[src/rtl/ka_step_scheduler.sv]
`timescale 1ns/1ps
// ---------------------------------------------------------------------------
// ka_step_scheduler
//
// Purpose:
//   Sequences one Karatsuba step of an N-bit carry-less (GF(2)) polynomial
//   multiply. A single external half-width multiplier is shared: the three
//   sub-products lo = AL*BL, hi = AH*BH and mid = (AL^AH)*(BL^BH) are issued
//   one after another. They are then recombined into the (2N-1)-bit product
//     prod = lo ^ ((mid ^ lo ^ hi) << HALF) ^ (hi << 2*HALF).
//   The sub-multiplier has variable latency. The scheduler waits on its
//   mul_done pulse with no timeout.
//
// Handshakes:
//   Both interfaces use strict valid/ready. A transfer happens on a rising
//   clock edge where valid and ready are both high. A producer holds valid
//   and its data stable until that edge. in_ready is high only in IDLE.
//   out_valid is high only in OUT. mul_start/mul_done are one-cycle pulses,
//   not a valid/ready pair. mul_a/mul_b stay constant from the start pulse
//   until the matching mul_done.
//
// Ports:
//   clk, rst_n           clock, asynchronous active-low reset
//   in_valid/in_ready    operand pair handshake; a_in, b_in are the operands
//                        (bit i = coefficient of x^i)
//   mul_start            one-cycle launch pulse to the sub-multiplier
//   mul_a, mul_b         HALF-bit sub-operands, held until mul_done
//   mul_done, mul_p      one-cycle completion pulse and (2*HALF-1)-bit product
//   out_valid/out_ready  product handshake; prod_out is the (2N-1)-bit result
//   busy                 high in every state except IDLE
//   op_count             completed output handshakes, wraps to zero
//   dbg_state_o          current FSM state encoding, for observation only
//
// HALF is derived from N inside the module, so it cannot be overridden.
// ---------------------------------------------------------------------------
module ka_step_scheduler #(
    parameter int N     = 10,
    parameter int CNT_W = 16
) (
    input  logic               clk,
    input  logic               rst_n,
    input  logic               in_valid,
    output logic               in_ready,
    input  logic [N-1:0]       a_in,
    input  logic [N-1:0]       b_in,
    output logic               mul_start,
    output logic [N/2-1:0]     mul_a,
    output logic [N/2-1:0]     mul_b,
    input  logic               mul_done,
    input  logic [N-2:0]       mul_p,
    output logic               out_valid,
    input  logic               out_ready,
    output logic [2*N-2:0]     prod_out,
    output logic               busy,
    output logic [CNT_W-1:0]   op_count,
    output logic [3:0]         dbg_state_o
);

    localparam int HALF = N / 2;
    localparam int PW   = 2 * HALF - 1;   // sub-product width
    localparam int OW   = 2 * N - 1;      // full product width

    typedef enum logic [3:0] {
        S_IDLE     = 4'd0,
        S_LO_ISS   = 4'd1,
        S_LO_WAIT  = 4'd2,
        S_HI_ISS   = 4'd3,
        S_HI_WAIT  = 4'd4,
        S_MID_ISS  = 4'd5,
        S_MID_WAIT = 4'd6,
        S_COMB     = 4'd7,
        S_OUT      = 4'd8
    } state_e;

    state_e             state_q;

    // Captured operands and sub-products
    logic [N-1:0]       a_q;
    logic [N-1:0]       b_q;
    logic [PW-1:0]      lo_q;
    logic [PW-1:0]      hi_q;
    logic [PW-1:0]      mid_q;

    // Registered outputs
    logic               in_ready_q;
    logic               busy_q;
    logic               mul_start_q;
    logic [HALF-1:0]    mul_a_q;
    logic [HALF-1:0]    mul_b_q;
    logic               out_valid_q;
    logic [OW-1:0]      prod_q;
    logic [CNT_W-1:0]   count_q;

    // Next-value terms computed combinationally
    logic [PW-1:0]      mid_fix_d;
    logic [OW-1:0]      prod_d;
    logic [CNT_W-1:0]   count_d;

    // Operand halves of the captured pair
    logic [HALF-1:0]    al;
    logic [HALF-1:0]    ah;
    logic [HALF-1:0]    bl;
    logic [HALF-1:0]    bh;

    assign al = a_q[HALF-1:0];
    assign ah = a_q[N-1:HALF];
    assign bl = b_q[HALF-1:0];
    assign bh = b_q[N-1:HALF];

    // Karatsuba recombination. The middle term (mid ^ lo ^ hi) is AL*BH ^ AH*BL.
    // Each term is zero-extended to OW bits before shifting. The top bits
    // therefore fall off only where the true product has no coefficients.
    always_comb begin
        mid_fix_d = mid_q ^ lo_q ^ hi_q;
        prod_d    = {{(OW-PW){1'b0}}, lo_q}
                  ^ ({{(OW-PW){1'b0}}, mid_fix_d} << HALF)
                  ^ ({{(OW-PW){1'b0}}, hi_q} << (2 * HALF));
        count_d   = count_q + CNT_W'(1);
    end

    // Single FSM block. Each registered output is set together with the
    // state transition that enters the state where it must hold. Every
    // output is then already correct in the first cycle of that state.
    // mul_done is looked at only in the *_WAIT arms. A pulse in any other
    // state, including the ISS cycle of its own launch, is ignored.
    always_ff @(posedge clk or negedge rst_n) begin
        if (!rst_n) begin
            state_q     <= S_IDLE;
            a_q         <= '0;
            b_q         <= '0;
            lo_q        <= '0;
            hi_q        <= '0;
            mid_q       <= '0;
            in_ready_q  <= 1'b1;
            busy_q      <= 1'b0;
            mul_start_q <= 1'b0;
            mul_a_q     <= '0;
            mul_b_q     <= '0;
            out_valid_q <= 1'b0;
            prod_q      <= '0;
            count_q     <= '0;
        end else begin
            // The launch pulse lasts exactly one cycle unless re-armed below
            mul_start_q <= 1'b0;

            case (state_q)
                S_IDLE: begin
                    if (in_valid) begin
                        a_q         <= a_in;
                        b_q         <= b_in;
                        mul_a_q     <= a_in[HALF-1:0];
                        mul_b_q     <= b_in[HALF-1:0];
                        mul_start_q <= 1'b1;
                        in_ready_q  <= 1'b0;
                        busy_q      <= 1'b1;
                        state_q     <= S_LO_ISS;
                    end
                end

                S_LO_ISS: state_q <= S_LO_WAIT;

                S_LO_WAIT: begin
                    if (mul_done) begin
                        lo_q        <= mul_p;
                        mul_a_q     <= ah;
                        mul_b_q     <= bh;
                        mul_start_q <= 1'b1;
                        state_q     <= S_HI_ISS;
                    end
                end

                S_HI_ISS: state_q <= S_HI_WAIT;

                S_HI_WAIT: begin
                    if (mul_done) begin
                        hi_q        <= mul_p;
                        mul_a_q     <= al ^ ah;
                        mul_b_q     <= bl ^ bh;
                        mul_start_q <= 1'b1;
                        state_q     <= S_MID_ISS;
                    end
                end

                S_MID_ISS: state_q <= S_MID_WAIT;

                S_MID_WAIT: begin
                    if (mul_done) begin
                        mid_q   <= mul_p;
                        state_q <= S_COMB;
                    end
                end

                S_COMB: begin
                    prod_q      <= prod_d;
                    out_valid_q <= 1'b1;
                    state_q     <= S_OUT;
                end

                S_OUT: begin
                    // prod_q is left alone here. The result therefore stays
                    // stable under back-pressure and persists into IDLE.
                    if (out_ready) begin
                        out_valid_q <= 1'b0;
                        count_q     <= count_d;
                        in_ready_q  <= 1'b1;
                        busy_q      <= 1'b0;
                        state_q     <= S_IDLE;
                    end
                end

                default: begin
                    out_valid_q <= 1'b0;
                    in_ready_q  <= 1'b1;
                    busy_q      <= 1'b0;
                    state_q     <= S_IDLE;
                end
            endcase
        end
    end

    assign in_ready    = in_ready_q;
    assign busy        = busy_q;
    assign mul_start   = mul_start_q;
    assign mul_a       = mul_a_q;
    assign mul_b       = mul_b_q;
    assign out_valid   = out_valid_q;
    assign prod_out    = prod_q;
    assign op_count    = count_q;
    assign dbg_state_o = state_q;

endmodule

[config.mk]
export PLATFORM = sky130hd
export DESIGN_NAME = ka_step_scheduler
export DESIGN_NICKNAME = d
export VERILOG_FILES = /design/src/rtl/ka_step_scheduler.sv
export SDC_FILE = /design/constraint.sdc
export NUM_CORES = 1
export LEC_CHECK = 0
export BUFFER_PORTS_ARGS = -buffer_cell sky130_fd_sc_hd__buf_4
export CORE_MARGIN = 5
export CORE_UTILIZATION = 59
export DETAILED_ROUTE_END_ITERATION = 10
export HOLD_SLACK_MARGIN = 0.15
export PLACE_DENSITY = 0.85
export SLEW_MARGIN = 15
export SYNTH_ARGS = -nofsm -noshare
export SYNTH_HDL_FRONTEND = slang
export SYNTH_SLANG_ARGS = --single-unit
[constraint.sdc]
create_clock -name clk -period 4.55 [get_ports clk]
set_input_delay 0.455 -clock clk [delete_from_list [all_inputs] [get_ports clk]]
set_output_delay 0.455 -clock clk [all_outputs]
set_load 0.05 [all_outputs]
==> metrics <==
outcome=finished clean; DP Wirelength=6130 µm; Worst EP arrival=2.92 ns; RePlAce Congestion=0.803; ant diodes=0; FF-to-FF Start=dbg_state_o[2]$_DFFE_PN0P_; largest cells by area after synthesis=dfrtp_1 56%, mux2_2 15%, xnor2_1 7.1%; Hold WC Path Type=primary input to register; Ports=87; fmax=0.375 GHz; root buffer cell=clkbuf_8; IR drop worst, VDD=0.000438 V; CTS clk-pin slew, worst paths=0.10 ns; CTS Sinks=100; Tot Pwr=4.19 mW; TritonCTS clock tree=yes; R2R cell count=4; Synth Net Count=374; Worst setup EP type=register; WL final=8610 µm; number of fill cells=534; measured slew at the worst slew-check pin=1.07 ns; vias in the first global route=2,895; CP startpoint kind=register; routed wire length per instance=16.3 µm; Fin. Hold Viols=0; initial antenna violation count=0; H-tree Lvls=3; Critical Path Source=dbg_state_o[2]$_DFFE_PN0P_; yosys warns=0; ys flop type=dfrtp_1; Post-CTS Setup Repair Bufs=0; relative slew slack=28.2%; first drt pass iteration count=5; CP endpoint=mul_a[0]$_DFFE_PN0P_; Reg2Reg Capture Point=mul_a[0]$_DFFE_PN0P_; maximum clock insertion buffer count=2; clock insertion delay at the later pin of the skew report=0.36 ns; setup slack, reg-to-reg=1.89 ns; CTS Buf Count=9; Die Span X=96.5 µm; total negative slack=0 ns; Setup Skew=0.0111 ns; Final ANT Viol Nets=0; Synth area leader=dfrtp_1; CORE AREA=7290 µm²; largest net degree at the start of global routing=58; Tot GR Track Use=19.6%; CP required=4.80 ns; post-cts gate resize count=0; Critical Path Fanout Max=18; Post-route DRC=0; commonest non-fill, non-tap cells in the layout=99 x dfrtp_1, 87 x buf_4, 59 x mux2_2, 36 x xnor2_1, 20 x nand2_1; DR iter-0 viols=114; share of cells above drive strength 1=39.5%; Synth async-reset ratio=100%; syn_area_per_cell=13.0 µm²; EDFF count, synth=0; Initial Util=60.6%; commonest non-fill, non-tap cell in the layout=dfrtp_1; Yosys top cell area share=56.1%; hold_buf cts=1; Lkg Pwr=2.45 nW; slack of the critical path=1.89 ns; critical path class=register to register; register area share after synthesis=56.7%; Die Ht=96.5 µm; PwrDens=788 nW/µm²; Slew Limit Fails=0; row count=31; nets=458; DR vias/cell=5.49; final-report setup violation count=0; Synth Cell Area=4420 µm²; pre-CTS setup slack=1.91 ns; number of max-cap violations=0; first-pass GRT wire length=13,900 µm; Overflow after GRT=0; via count=2,892; Syn-to-layout area delta=20.3%; crit share post-route=58.5%; Cells after Synth=339; Netlist cell types=38; RSZ-0062 raised after global routing=false; I/O Buffers=86; min cycle time layout=2.66 ns; Yosys reg bits=100; Die Area=9320 µm²
[worst min path at each step]
stage | startpoint | end | slack [ns] | depth (start not counted)
after floorplan | rst_n | a_q[0]$_DFFE_PN0P_ | 0.16 | 0
after global placement | prod_out[11]$_DFFE_PN0P_ | prod_out[11]$_DFFE_PN0P_ | 0.46 | 2
after detailed placement | prod_out[6]$_DFFE_PN0P_ | prod_out[6]$_DFFE_PN0P_ | 0.47 | 2
after CTS | a_in[9] | a_q[9]$_DFFE_PN0P_ | 0.30 | 2
after global routing | b_in[9] | b_q[9]$_DFFE_PN0P_ | 0.30 | 2
final | a_in[9] | a_q[9]$_DFFE_PN0P_ | 0.32 | 2
[flip-flops by register name, summed over array words and instances (netlist names)]
signal,count
op_count,16
mul_a,5
dbg_state_o,4
mul_b,5
mul_start,1
busy,1
a_q,10
prod_out,19
mid_q,9
b_q,10
in_ready,1
hi_q,9
lo_q,9
out_valid,1
[critical path, stage by stage, from the launching register on]
cell and delay, ns:
dfrtp_1 0.72, nor2b_1 0.71, o21ai_2 0.14, a21boi_2 0.58, mux2_2 0.41
[power breakdown]
| part | internal (mW) | switching [mW] |
|---|---|---|
| Sequential | 1.27 | 0.349 |
| Combinational | 0.870 | 1.13 |
| Clock | 0.260 | 0.309 |
| Total | 2.40 | 1.79 |
[area by class of cell]
cell class / count / area, µm² / share of cell area [%]
clock inverter: 6 / 73.8 / 1.39
sequential: 100 / 2500 / 47.1
inverter: 11 / 41.3 / 0.777
clock buffer: 10 / 128 / 2.40
tap: 99 / 124 / 2.33
timing repair buffer: 88 / 663 / 12.5
multi-input combinational: 213 / 1780 / 33.5
[kinds of logic (layout without fill, tap and decap cells)]
group / after synthesis / in the layout / synth area share (%)
xor gates and xnor gates: 49 / 49 / 9.71
buffers and inverters: 26 / 115 / 3.03
adders and majority gates: 1 / 1 / 0.283
AOI/OAI and AO/OA: 31 / 31 / 4.95
muxes: 70 / 70 / 17.6
and+or+nand+nor: 62 / 62 / 7.73
DFF: 100 / 100 / 56.7
[per-layer routing]
| metal | GRT usage, % | up-vias | routed length, µm |
|---|---|---|---|
| met4 | 6.43 | 0 | 102 |
| met2 | 32.4 | 83 | 4220 |
| li1 | - | 1357 | - |
| met1 | 25.7 | 1444 | 3760 |
| met5 | 0 | - | 0 |
| met3 | 4.73 | 8 | 520 |
[metrics by stage]
stage	utilization, %	area, µm²	hold WS (ns)	instances
2_1_floorplan	-	4420	0.159	339
3_3_place_gp	70.0	5100	0.464	510
3_5_place_dp	70.0	5100	0.473	510
4_1_cts	72.9	5320	0.302	527
5_1_grt	72.9	5320	0.301	527
6_report	72.9	5320	0.318	527
[synth_stat cells (2+ instances only)]
library cell / n
buf_6: 2
nand2_1: 20
nor2_1: 10
o21ai_0: 13
buf_4: 3
nand4_1: 5
a21oi_1: 2
dfrtp_1: 99
nor2b_1: 2
buf_2: 8
o21ai_2: 2
clkbuf_1: 2
and4_1: 2
mux2_2: 59
nand4b_1: 2
nor3_1: 2
inv_1: 11
a222oi_1: 8
nand3_1: 9
xor2_1: 13
o22ai_1: 2
and3_1: 3
mux2i_1: 10
xnor2_1: 36
Power figures use the tool's default switching activity.
